`src/rtl/tile_fetch_engine_pkg.sv`:
```
// Shared types and default sizes for the tile fetch engine.
// Holds the FSM state encoding and a width helper.
package tile_fetch_engine_pkg;

    localparam int DEF_DATA_W = 32;
    localparam int DEF_ADDR_W = 9;
    localparam int DEF_TILE   = 4;
    localparam int DEF_DIM_W  = 8;

    typedef enum logic [1:0] {
        ST_IDLE  = 2'd0,
        ST_FETCH = 2'd1,
        ST_DRAIN = 2'd2,
        ST_HOLD  = 2'd3
    } state_e;

    // Index width that never collapses to zero bits.
    function automatic int clog2_min1(input int n);
        return (n > 1) ? $clog2(n) : 1;
    endfunction

endpackage

```
`src/rtl/tile_fetch_engine_rd_tag_pipe.sv`:
```
// Read tag pipeline: carries valid + element index alongside
// outstanding memory reads so returning data finds its slot.
module rd_tag_pipe #(
    parameter int MEM_LAT = 1,
    parameter int TAG_W   = 4
) (
    input  logic             clk,
    input  logic             reset,
    input  logic             in_valid,
    input  logic [TAG_W-1:0] in_tag,
    output logic             out_valid,
    output logic [TAG_W-1:0] out_tag,
    output logic             pend
);

    logic [MEM_LAT-1:0] vld_q;
    logic [MEM_LAT-1:0] vld_d;
    logic [TAG_W-1:0]   tag_q [MEM_LAT];
    logic [TAG_W-1:0]   tag_d [MEM_LAT];

    // Shift the tag one stage per cycle.
    always_comb begin
        vld_d    = '0;
        tag_d    = '{default: '0};
        vld_d[0] = in_valid;
        tag_d[0] = in_tag;
        for (int k = 1; k < MEM_LAT; k++) begin
            vld_d[k] = vld_q[k-1];
            tag_d[k] = tag_q[k-1];
        end
    end

    // Stage registers; reset flushes every in-flight tag.
    always_ff @(posedge clk or posedge reset) begin
        if (reset) begin
            vld_q <= '0;
            tag_q <= '{default: '0};
        end else begin
            vld_q <= vld_d;
            tag_q <= tag_d;
        end
    end

    // Tags still in flight after the oldest one retires.
    always_comb begin
        pend = 1'b0;
        for (int k = 0; k < MEM_LAT - 1; k++) begin
            pend = pend | vld_q[k];
        end
    end

    assign out_valid = vld_q[MEM_LAT-1];
    assign out_tag   = tag_q[MEM_LAT-1];

endmodule

```
`src/rtl/tile_fetch_engine.sv`:
```
// Fetches a TILE x TILE window of a row-major matrix from memory,
// zero-filling elements that fall outside the matrix edges.
import tile_fetch_engine_pkg::*;

module tile_fetch_engine #(
    parameter int DATA_W  = DEF_DATA_W,
    parameter int ADDR_W  = DEF_ADDR_W,
    parameter int TILE    = DEF_TILE,
    parameter int DIM_W   = DEF_DIM_W,
    parameter int MEM_LAT = 1
) (
    input  logic                        clk,
    input  logic                        reset,
    input  logic                        cmd_valid,
    output logic                        cmd_ready,
    input  logic [ADDR_W-1:0]           cmd_base,
    input  logic [DIM_W-1:0]            cmd_rows,
    input  logic [DIM_W-1:0]            cmd_cols,
    input  logic [DIM_W-1:0]            cmd_row_idx,
    input  logic [DIM_W-1:0]            cmd_col_idx,
    output logic                        mem_rd,
    output logic [ADDR_W-1:0]           mem_addr,
    input  logic [DATA_W-1:0]           mem_rdata,
    output logic                        tile_valid,
    input  logic                        tile_ready,
    output logic [TILE*TILE*DATA_W-1:0] tile_data,
    output logic                        busy,
    output logic                        err
);

    localparam int N     = TILE * TILE;
    localparam int IDX_W = clog2_min1(N);
    localparam int TW    = clog2_min1(TILE);
    localparam int TD_W  = N * DATA_W;

    state_e              state_q, state_d;
    logic [ADDR_W-1:0]   row_addr_q, row_addr_d;
    logic [DIM_W-1:0]    cols_q, cols_d;
    logic [TW-1:0]       last_i_q, last_i_d;
    logic [TW-1:0]       last_j_q, last_j_d;
    logic [TW-1:0]       i_q, i_d;
    logic [TW-1:0]       j_q, j_d;
    logic                err_q, err_d;
    logic [TD_W-1:0]     buf_q, buf_d;

    logic                bad_cmd;
    logic                accept;
    logic [DIM_W-1:0]    rem_r;
    logic [DIM_W-1:0]    rem_c;
    logic [IDX_W-1:0]    rd_idx;
    logic                ret_valid;
    logic [IDX_W-1:0]    ret_idx;
    logic                ret_pend;

    // Command screening and the in-bounds extent of the window.
    // The in-bounds set is a rectangle, so only its size matters.
    always_comb begin
        bad_cmd = (cmd_rows == '0) || (cmd_cols == '0) ||
                  (cmd_row_idx >= cmd_rows) ||
                  (cmd_col_idx >= cmd_cols);
        rem_r   = cmd_rows - cmd_row_idx;
        rem_c   = cmd_cols - cmd_col_idx;
        rd_idx  = IDX_W'(32'(i_q) * TILE + 32'(j_q));
    end

    // Next-state and handshake outputs.
    always_comb begin
        state_d    = state_q;
        row_addr_d = row_addr_q;
        cols_d     = cols_q;
        last_i_d   = last_i_q;
        last_j_d   = last_j_q;
        i_d        = i_q;
        j_d        = j_q;
        err_d      = 1'b0;
        accept     = 1'b0;
        cmd_ready  = 1'b0;
        mem_rd     = 1'b0;
        mem_addr   = '0;
        tile_valid = 1'b0;
        busy       = (state_q != ST_IDLE);
        unique case (state_q)
            ST_IDLE: begin
                cmd_ready = 1'b1;
                if (cmd_valid) begin
                    if (bad_cmd) begin
                        err_d = 1'b1;
                    end else begin
                        accept     = 1'b1;
                        state_d    = ST_FETCH;
                        cols_d     = cmd_cols;
                        i_d        = '0;
                        j_d        = '0;
                        row_addr_d = cmd_base
                                   + ADDR_W'(cmd_row_idx)
                                   * ADDR_W'(cmd_cols)
                                   + ADDR_W'(cmd_col_idx);
                        last_i_d   = (32'(rem_r) >= TILE)
                                   ? TW'(TILE - 1)
                                   : TW'(rem_r - 1'b1);
                        last_j_d   = (32'(rem_c) >= TILE)
                                   ? TW'(TILE - 1)
                                   : TW'(rem_c - 1'b1);
                    end
                end
            end
            ST_FETCH: begin
                mem_rd   = 1'b1;
                mem_addr = row_addr_q + ADDR_W'(j_q);
                if (j_q == last_j_q) begin
                    j_d = '0;
                    if (i_q == last_i_q) begin
                        state_d = ST_DRAIN;
                    end else begin
                        i_d        = i_q + 1'b1;
                        row_addr_d = row_addr_q + ADDR_W'(cols_q);
                    end
                end else begin
                    j_d = j_q + 1'b1;
                end
            end
            ST_DRAIN: begin
                if (!ret_pend) begin
                    state_d = ST_HOLD;
                end
            end
            ST_HOLD: begin
                tile_valid = 1'b1;
                if (tile_ready) begin
                    state_d = ST_IDLE;
                end
            end
            default: state_d = ST_IDLE;
        endcase
    end

    // Tile buffer: cleared on accept, filled by returning reads.
    always_comb begin
        buf_d = buf_q;
        if (accept) begin
            buf_d = '0;
        end
        if (ret_valid) begin
            buf_d[32'(ret_idx) * DATA_W +: DATA_W] = mem_rdata;
        end
    end

    // State and datapath registers.
    always_ff @(posedge clk or posedge reset) begin
        if (reset) begin
            state_q    <= ST_IDLE;
            row_addr_q <= '0;
            cols_q     <= '0;
            last_i_q   <= '0;
            last_j_q   <= '0;
            i_q        <= '0;
            j_q        <= '0;
            err_q      <= 1'b0;
            buf_q      <= '0;
        end else begin
            state_q    <= state_d;
            row_addr_q <= row_addr_d;
            cols_q     <= cols_d;
            last_i_q   <= last_i_d;
            last_j_q   <= last_j_d;
            i_q        <= i_d;
            j_q        <= j_d;
            err_q      <= err_d;
            buf_q      <= buf_d;
        end
    end

    rd_tag_pipe #(
        .MEM_LAT (MEM_LAT),
        .TAG_W   (IDX_W)
    ) u_tag_pipe (
        .clk       (clk),
        .reset     (reset),
        .in_valid  (mem_rd),
        .in_tag    (rd_idx),
        .out_valid (ret_valid),
        .out_tag   (ret_idx),
        .pend      (ret_pend)
    );

    assign tile_data = buf_q;
    assign err       = err_q;

endmodule

```
`config.mk`:
```
export PLATFORM = sky130hd
export DESIGN_NAME = tile_fetch_engine
export DESIGN_NICKNAME = d
export VERILOG_FILES = /design/src/rtl/tile_fetch_engine_pkg.sv /design/src/rtl/tile_fetch_engine_rd_tag_pipe.sv /design/src/rtl/tile_fetch_engine.sv
export SDC_FILE = /design/constraint.sdc
export NUM_CORES = 1
export LEC_CHECK = 0
export ABC_AREA = 0
export BUFFER_PORTS_ARGS = -buffer_cell sky130_fd_sc_hd__clkbuf_2
export CAP_MARGIN = 20
export CORE_AREA = 3 3 234 236
export CTS_BUF_LIST = sky130_fd_sc_hd__clkbuf_4 sky130_fd_sc_hd__clkbuf_8 sky130_fd_sc_hd__clkbuf_16
export DETAILED_ROUTE_END_ITERATION = 10
export DIE_AREA = 0 0 237 239
export PLACE_DENSITY = 0.79
export SETUP_SLACK_MARGIN = 0.15
export SKIP_LAST_GASP = 1
export SYNTH_ARGS = -nofsm -noshare
export SYNTH_HDL_FRONTEND = slang
export SYNTH_SLANG_ARGS = --single-unit
```
`constraint.sdc`:
```
create_clock -name clk -period 14.5 [get_ports clk]
set_input_delay 0.725 -clock clk [delete_from_list [all_inputs] [get_ports clk]]
set_output_delay 0.725 -clock clk [all_outputs]
set_load 0.02 [all_outputs]
```
* Yosys cells after proc, flatten, opt, wreduce, memory -nomap -nowiden *
Cells that the tools add are included.
Widths: inputs -> output; s select.

word-level totals
  word-level logic and storage cells = 87
  register bits after elaboration = 545
  input bits = 77

cells by class
  reductions and logical operators = 12
  multipliers = 1
  shift operators = 2
  order comparisons = 4
  equality and inequality tests = 11
  mux-type cells = 33
  bitwise logic cells = 1
  add/subtract/negate cells = 12

operator list
  cell                       number
  $mux 512                   2
  $bwmux 512                 1
  $shift 32x34->512 const A  1
  $shiftx 32x34->512         1
  $mux 9                     5
  $neg 9->34                 1
  $mux 2                     12
  $add 9x8->9                2
  $pmux 9 s2                 1
  $ge 8x3->1 const B         2
  $ge 8x8->1                 2
  $logic_not 8->1            2
  $sub 8x8->8                2
  $ne 2x2->1 const B         6
  $reduce_and 5->1           2
  $add 9x2->9                1
  $add 9x9->9                1
  $mul 8x8->9                1
  $mux 1                     9
  $pmux 2 s2                 2
  $pmux 2 s4                 1
  $reduce_and 3->1           2
  $add 2x1->2 const B        2
  $add 4x2->4                1
  other kinds (8)            14

* Longest topological paths before layout *
Gate-level depths: netlist of the first run.

  depth in word-level cells = 10
  gate-level depth with buffers = 19
  mapped depth without buffers = 18

* By module *
A second synthesis of the first run with hierarchy kept.

unflattened totals
  cells, all modules = 2494
  area total of the unflattened synthesis = 24049.3 sq um

modules (own cells, without submodules)
  module             times used  seq. area each (sq um)  cells each  area each (sq um)
  tile_fetch_engine  1           13513.0                 2486        23909.2
  rd_tag_pipe        1           125.1                   8           140.1

* Worst setup path before layout of the first run *
OpenSTA, ideal clock, no wires.

  kind = input -> register
  start point = in cmd_cols[0]
  end point = reg row_addr_q[8]
  stages on the path = 19
  path slack = 9.753 ns
  library setup time = 0.071 ns
  arrival = 4.676 ns
  cells stage by stage = buf_2 -> nand2_1 -> fa_1 -> inv_1 -> fa_1 -> inv_1 -> fa_1 -> inv_1 -> fa_1 -> inv_1 -> fa_1 -> inv_1 -> ha_1 -> nor3_1 -> nor2_1 -> o41ai_1 -> xnor2_1 -> or3_1 -> nand4_1

on the way
  word-level cells in the longest chain between the ends = 6
  elaborated cells between the ends (all ways) = 13
  classes of those cells = 2 x add/sub; 1 x mul; 1 x order compare; 1 x eq/ne; 3 x mux; 5 x reduce/logical

ends and longest elaborated chain
  element                                                 RTL line                                          text
  start, declared                                         tile_fetch_engine.sv:18                           input logic [DIM_W-1:0] cmd_cols,
  $mul 8x8->9 / $logic_not 8->1 (equally long branches)   tile_fetch_engine.sv:96, tile_fetch_engine.sv:58
  $add 9x9->9 / $logic_or 1x1->1 (equally long branches)  tile_fetch_engine.sv:95, tile_fetch_engine.sv:58
  $add 9x8->9 / $logic_or 1x1->1 (equally long branches)  tile_fetch_engine.sv:97, tile_fetch_engine.sv:58
  $mux 9 / $logic_or 1x1->1 (equally long branches)       tile_fetch_engine.sv:86, tile_fetch_engine.sv:59
  $mux 9 / $ne 2x2->1 (equally long branches)             -
  $pmux 9 s2 / $reduce_and 5->1 (equally long branches)   -
  end signal, assigned                                    tile_fetch_engine.sv:162                          row_addr_q <= row_addr_d;
  end, declared                                           tile_fetch_engine.sv:37                           logic [ADDR_W-1:0] row_addr_q, row_addr_d;

Several ways; a longest one is shown, not always the timed one. The select of a mux whose other input is x is not followed.
A chain may end at the register's enable or synchronous reset.

* Final worst setup path of the first run *
  start point = in cmd_cols[1]
  end point = reg row_addr_q[8]

The elaborated chain is that of the path after synthesis.

==> summary.md, run 1 <==
| Metric | Value |
|---|---|
| Status | `finished clean` |
| Tcrit/Tclk final | `0.3135` |
| Fraction of the mapped netlist area in compound gates | `0.1218` |
| CTS tree | `built` |
| Slew HR | `0.2953` |
| Initial antenna violation count | `1` |
| Worst Path Class, Setup | `in2reg` |
| Main combinational cell family by area after synthesis | `simple AND/OR/NAND/NOR gates` |
| Crit-path cells | `clkbuf_2 > nand2_1 > fa_1 > inv_1 > fa_1 > inv_1 > fa_1 > inv_1 > fa_1 > inv_1 > fa_1 > inv_1 > ha_1 > nor3_1 > nor2_1 > o41ai_1 > xnor2_1 > or3_1 > nand4_1` |
| Clock latency on the worst-skew pair | `0.61 ns` |
| Initial Utilization | `0.4632` |
| Row cnt | `84` |
| Async S/R FF share, synth | `1.000` |
| Fillers | `4,504` |
| Root Driver | `clkbuf_16` |
| Main area contributors after synthesis | `dfrtp_1 (56%), o21ai_0 (9.5%), nand3_1 (8.4%)` |
| Mapped Nets | `2,754` |
| PD cells | `202.8 nW/um^2` |
| Routed WL | `88,350 um` |
| Routed length on met3 | `8820 um` |
| Critical-path top delay cell | `fa_1` |
| Clock slew at reported path FFs | `about 0.07 ns` |
| FF+latch count, synth | `545` |
| RSZ-0062 raised after global routing | `false` |
| I/O pin count | `~600` |
| CTS H-tree lvls | `2` |
| Post-CTS Setup Bufs | `0` |
| Worst Setup End Kind | `flop` |
| IO buf count | `602` |
| Register Area | `13,640 sq um` |
| Synth-to-layout area growth | `21.23%` |
| Yosys top cell by area | `dfrtp_1` |
| Pleak | `14.75 nW` |
| CTS Buffer Depth | `3` |
| Top_reg_cell synth | `dfrtp_1` |
| Chip height | `239 um` |
| Slew @ Worst Pin | `between 1 and 1.5 ns` |
| Post-synthesis adder-cell area fraction | `0.05714` |
| Largest net degree at the start of global routing | `198` |
| Cts bufs inserted | `54` |
| Clk sinks | `545` |
| Tot GR Track Use | `0.3003` |
| Synth unique cells | `61` |
| Mapped cell area | `24,390 sq um` |
| Post-Synth Simple-Gate Area | `0.1877` |
| Number of global-route vias before repair | `20,018` |
| Sequential-to-total area share from yosys stat | `0.5591` |
| Post-DRT Antenna Nets | `0` |
| Max VDD drop | `between 0.1 and 0.15 mV` |
| First-pass GRT wire length | `129,200 um` |
| WP data required | `between 15 and 20 ns` |
| MaxCap Viol Count | `0` |
| Cts hold-fix bufs | `0` |
| Tmin final | `~4.5 ns` |
| Syn_area_per_cell | `about 9.4 sq um` |
| Initial DRT Pass Iterations | `6` |
| Yosys top cell area share | `0.5591` |
| Routability Congestion | `0.9003` |
| Max layer used | `met5` |
| Die W | `237 um` |
| Post-Synth XOR/XNOR Area | `0.01349` |
| Routed wl met2 | `around 40,000 um` |
| Max incr delay on CP | `0.53 ns` |
| # resized after CTS | `0` |
| Via count | `21,705` |
| Max FO, Critical Path | `12` |
| DRC | `0` |
| Routed length per instance | `between 20 and 25 um` |
| Setup violations, final | `0` |
| Min-Delay Path Class | `in2async` |
| Syn. warnings | `0` |
| Multi-input logic area | `9482 sq um` |
| Max-slew violations | `0` |
| Pwr Total | `0.005996 W` |
| Multiplexer share of the synthesized area | `0.005694` |
| CP Launch Type | `input port` |
| Critical Path AT | `5.07 ns` |
| Hold Violations, Final | `0` |
| Starting DRT DRC Count | `2,162` |
| Post-Synthesis Cells | `2,586` |
| Clk_skew | `between 0.015 and 0.02 ns` |
| Vias/cell | `5.733` |
| Final net count | `between 3,000 and 4,000` |
| Core Region | `52,660 sq um` |
| Setup_tns | `0 ns` |
| Met1 wire length | `33,320 um` |
| Peak Freq | `220.0 MHz` |
| Post-synth EDFFs | `0` |
| Share of layout cells above drive strength 1 | `0.2454` |
| CP bufs+invs | `6` |
| Kind of cell adding the most delay to the critical path | `adder cells` |
| GRT Residual Overflow | `0` |
| Die area | `56,640 sq um` |
| Post-DP HPWL | `61,210 um` |
[registers in the layout, indices dropped and copies added, names as in the netlist]
register,flops
last_i_q,2
j_q,2
last_j_q,2
u_tag_pipe.out_valid,1
u_tag_pipe.out_tag,4
err,1
state_q,2
cols_q,8
row_addr_q,9
i_q,2
tile_data,512
[worst min-delay path, cell delays in order]
cell	delay (ns)
clkbuf_2	0.11
clkinvlp_4	0.09
buf_12	0.69
[routing by layer]
layer  track usage  up-vias
li1              -     9693
met1        0.3889    10535
met2        0.4609     1199
met3       0.07326      276
met4        0.1785        2
met5             0        -
[kinds of logic (layout without fill, tap and decap cells)]
kind of cell / after synthesis / in the layout
fa+ha+maj: 91 / 91
other cells: 0 / 1
simple gates: 1028 / 1028
compound gates: 567 / 567
buf+inv: 306 / 817
xor+xnor: 36 / 36
mux: 13 / 13
flops: 545 / 545
[through the flow]
step                instance area, sq um  hold WS (ns)  cells  worst slack (ns)  utilization
CTS                                29320        0.3944   3774             9.527       0.5569
finish                             29570        0.4385   3786             9.954       0.5616
detailed placement                 27530        0.4574   3681             8.940       0.5227
global placement                   27530        0.4563   3681             9.033       0.5227
global route                       29570        0.4336   3785             9.718       0.5615
floorplan                          24400        0.4121   2586             6.361            -
[where the power goes]
group          leakage (nW)  switching, W  internal (W)
Sequential             7.35      0.000292       0.00195
Clock                 0.905      0.000610      0.000829
Combinational          6.49       0.00158      0.000737
Total                  14.7       0.00248       0.00352
[final timing paths]
kind	from	to	slack (ns)	cells after the start
hold reg to reg	i_q[0]$_DFFE_PP0P_	u_tag_pipe.out_tag[2]$_DFF_PP0_	0.48	0
setup / recovery	cmd_cols[1]	row_addr_q[8]$_DFFE_PP0P_	9.95	19
max in group asynchronous	reset	tile_data[223]$_DFF_PP0_	11.62	5
min in group clk	cmd_cols[7]	cols_q[7]$_DFFE_PP0P_	0.44	3
setup reg to reg	u_tag_pipe.out_tag[0]$_DFF_PP0_	tile_data[276]$_DFF_PP0_	10.91	7
hold / removal	reset	tile_data[236]$_DFF_PP0_	0.44	3
[final cells by class]
class | instances | area share
sequential | 545 | 0.4612
multi-input combinational | 1735 | 0.3207
inverter | 88 | 0.01130
tap | 688 | 0.02911
clock buffer | 77 | 0.05323
antenna | 1 | 0.00008463
timing repair buffer | 636 | 0.1168
clock inverter | 16 | 0.007616
[cell usage in the layout, fill, tap and decap left out, types with 8 or more instances in the layout]
cell,instances
a21oi_1,28
and2_1,24
buf_12,10
buf_4,21
clkbuf_16,54
clkbuf_2,602
clkbuf_4,15
clkbuf_8,8
dfrtp_1,545
fa_1,34
ha_1,57
inv_1,87
nand2_1,500
nand3_1,401
nor2_1,32
nor2b_1,8
nor3_1,13
o21ai_0,465
o21ai_1,34
xnor2_1,21
xor2_1,14
[cell usage after synthesis, drive strengths merged, types with 4 or more instances]
master,instances
dfrtp,545
and2,24
fa,34
nor3,14
mux2i,6
nor2b,8
or4,6
xor2,14
and3,6
xnor2,21
nand2,506
o211ai,5
nor2,34
mux2,7
inv,88
ha,57
clkbuf,143
nand3,407
o21a,4
o21ai,499
a21oi,29
buf,75
a21o,4
nor4,6
Note: power is estimated with default switching activity, not from simulation.
==> run 2: changes to the inputs <==
Settings changed: ABC_AREA 0 to 1, CORE_AREA 3 3 234 236 to 3 3 236 238, DIE_AREA 0 0 237 239 to 0 0 239 241.
Clock period 14.5 ns to 3.8 ns, I/O delays scaled along.
==> summary.md, run 2 <==
| Metric | Value |
|---|---|
| Hold path endpoint | `cols_q[2]$_DFFE_PP0P_` |
| Post-Synthesis Cells | `roughly 2,600` |
| Cts bufs inserted | `between 50 and 60` |
| Number of global-route vias before repair | `approximately 21,000` |
| Die area | `roughly 58,000 sq um` |
| Post-DP HPWL | `roughly 60,000 um` |
| Post-place setup slack | `-0.4362 ns` |
| CP Launch Type | `input port` |
| PD cells | `around 730 nW/um^2` |
| R2R cell count | `8` |
| Routed WL | `~84,000 um` |
| Setup violations, final | `0` |
| RSZ-0062 raised after global routing | `true` |
| Tcrit/Tclk final | `0.9464` |
| Status | `finished clean` |
| Initial antenna violation count | `1` |
| Clk sinks | `545` |
| Synth unique cells | `44` |
| Worst reg2reg setup slack | `approximately 0.84 ns` |
| Peak Freq | `278.1 MHz` |
| Main area contributors after synthesis | `dfrtp_1 (55%), nand3_1 (11%), o21ai_0 (7.0%)` |
| Worst hold start | `cmd_cols[2]` |
| Synth cell count leaders | `dfrtp_1 (545), nand3_1 (541), o21ai_0 (347), nand2_1 (334), inv_1 (208)` |
| Min-Delay Path Class | `in2reg` |
| Synth-to-layout area growth | `24.01%` |
| Via count | `22,292` |
| Async S/R FF share, synth | `1.000` |
| Setup_tns | `0 ns` |
| Clock latency on the worst-skew pair | `just over 0.6 ns` |
| FF+latch count, synth | `545` |
| Routed length per instance | `between 20 and 25 um` |
| Final net count | `~3,400` |
| DRC | `0` |
| Most common cell after layout, fill and taps aside | `clkbuf_2` |
| Yosys top cell area share | `0.5487` |
| CTS H-tree lvls | `2` |
| Clock slew at reported path FFs | `approximately 0.060 ns` |
| Root Driver | `clkbuf_16` |
| CTS tree | `built` |
| Largest net degree at the start of global routing | `134` |
| Pleak | `15.77 nW` |
| Initial DRT Pass Iterations | `7` |
| Die W | `about 240 um` |
| Max reg flops | `512` |
| Yosys top cell by area | `dfrtp_1` |
| Syn_area_per_cell | `9.451 sq um` |
| Reg-to-Reg Start | `u_tag_pipe.out_tag[2]$_DFF_PP0_` |
| Clk_skew | `0.03219 ns` |
| Sequential-to-total area share from yosys stat | `0.5487` |
| Slew @ Worst Pin | `between 1 and 1.5 ns` |
| Count leader, synth | `dfrtp_1` |
| I/O pin count | `603` |
| Max FO, Critical Path | `6` |
| Starting DRT DRC Count | `slightly below 2,000` |
| CTS Buffer Depth | `3` |
| Chip height | `241 um` |
| Post-DRT Antenna Nets | `0` |
| GRT Residual Overflow | `0` |
| IO buf count | `602` |
| Core Region | `53,810 sq um` |
| Worst hold stages | `4` |
| Slew HR | `0.2933` |
| Worst Path Class, Setup | `in2reg` |
| Max VDD drop | `between 0.4 and 0.5 mV` |
| Mapped cell area | `24,860 sq um` |
| First-pass GRT wire length | `125,200 um` |
| Routability Congestion | `0.9294` |
| Vias/cell | `~5.6` |
| Initial Utilization | `0.4619` |
| Hold Violations, Final | `0` |
| Setup ws final | `0.2037 ns` |
| Mapped Nets | `2,798` |
| Post-synth EDFFs | `0` |
| MaxCap Viol Count | `0` |
| Commonest cells after routing, fill and taps aside | `clkbuf_2 (600), dfrtp_1 (545), nand3_1 (541), o21ai_0 (346), nand2_1 (327)` |
| WHS | `roughly 0.057 ns` |
| Max-slew violations | `0` |
| Syn. warnings | `0` |
| WP data required | `4.27 ns` |
| Critical Path AT | `roughly 4 ns` |
| Tmin final | `3.596 ns` |
| Share of layout cells above drive strength 1 | `0.2671` |
| Worst Setup End Kind | `flop` |
| Top_reg_cell synth | `dfrtp_1` |
| Tot GR Track Use | `0.2793` |
| Row cnt | `between 80 and 90` |
| R2r endpoint | `tile_data[237]$_DFF_PP0_` |
-- run 2: stage by stage --
step	total power (W)	instance area, sq um	util	std cells
after floorplan	0.01362	24960	-	2630
after global placement	0.01678	28590	0.5313	3819
after detailed placement	0.01699	28590	0.5313	3819
after CTS	0.02230	30710	0.5707	3950
after global routing	0.02370	30820	0.5727	3953
final	0.02248	30820	0.5728	3954
-- run 2: worst max-delay path, cell delays in order --
cell and delay [ns]:
buf_4 0.12, buf_4 0.12, buf_4 0.13, nand2_1 0.07, fa_1 0.50, inv_1 0.05, ha_1 0.28, ha_1 0.28
inv_1 0.05, fa_1 0.48, inv_1 0.06, fa_1 0.58, ha_4 0.24, a21oi_2 0.15, nand2_2 0.10, nand2_2 0.08
nand2_1 0.06, a21oi_2 0.14, xor2_1 0.15, o22ai_1 0.08, nand2_1 0.08, nand2_1 0.06
-- run 2: cell type report --
class	instances	area, sq um
multi-input cells	1689	9527
repair buffers	717	4229
well taps	696	870.8
clock buffers	77	1582
flip-flops and latches	545	13640
diodes	1	2.502
fillers	4562	22990
inverters	211	795.8
clock inverters	18	177.7
-- run 2: what timing repair did --
action	4_1_cts	5_1_grt
resized for setup	0	19
setup endpoints to repair	0	3
buffers inserted	0	1
hold buffers	36	0
endpoints found under the hold margin	230	0
-- run 2: worst max path at each step --
stage,start,endpoint,slack [ns],cells after the start
after floorplan,reset,cols_q[0]$_DFFE_PP0P_,-3.80,1
after global placement,cmd_cols[1],row_addr_q[8]$_DFFE_PP0P_,-0.39,21
after detailed placement,cmd_cols[1],row_addr_q[8]$_DFFE_PP0P_,-0.44,21
after CTS,cmd_cols[1],row_addr_q[8]$_DFFE_PP0P_,0.20,22
after global routing,cmd_cols[0],row_addr_q[6]$_DFFE_PP0P_,0.1,22
final,cmd_cols[0],row_addr_q[6]$_DFFE_PP0P_,0.20,22
-- run 2: logic make-up (layout without fill, tap and decap cells) --
logic type                 count (synthesis)  count (layout)  share of synthesized area
adders and majority gates                 91              91                    0.05608
xor gates and xnor gates                  22              22                   0.008507
buffers and inverters                    396            1023                    0.07249
DFF                                      545             545                     0.5487
and+or+nand+nor                          993             993                     0.1880
AOI/OAI and AO/OA                        581             581                     0.1254
muxes                                      2               2                  0.0008055
other                                      0               1                          0
-- run 2: where the power goes --
group	total (W)	internal, W	leakage [nW]	switching [W]
sequential	0.00821	0.00716	7.42	0.00105
combinational	0.00900	0.00283	7.45	0.00617
clock	0.00527	0.00298	0.893	0.00229
-- run 2: routing by layer --
layer,track usage,routed length [um],vias to the layer above,part of all wire
met5,0,12,-,0.00014
met4,0.1493,5313,2,0.063
met3,0.05359,6186,270,0.074
met2,0.4716,41040,1077,0.49
met1,0.3419,31280,10851,0.37
li1,-,-,10092,-
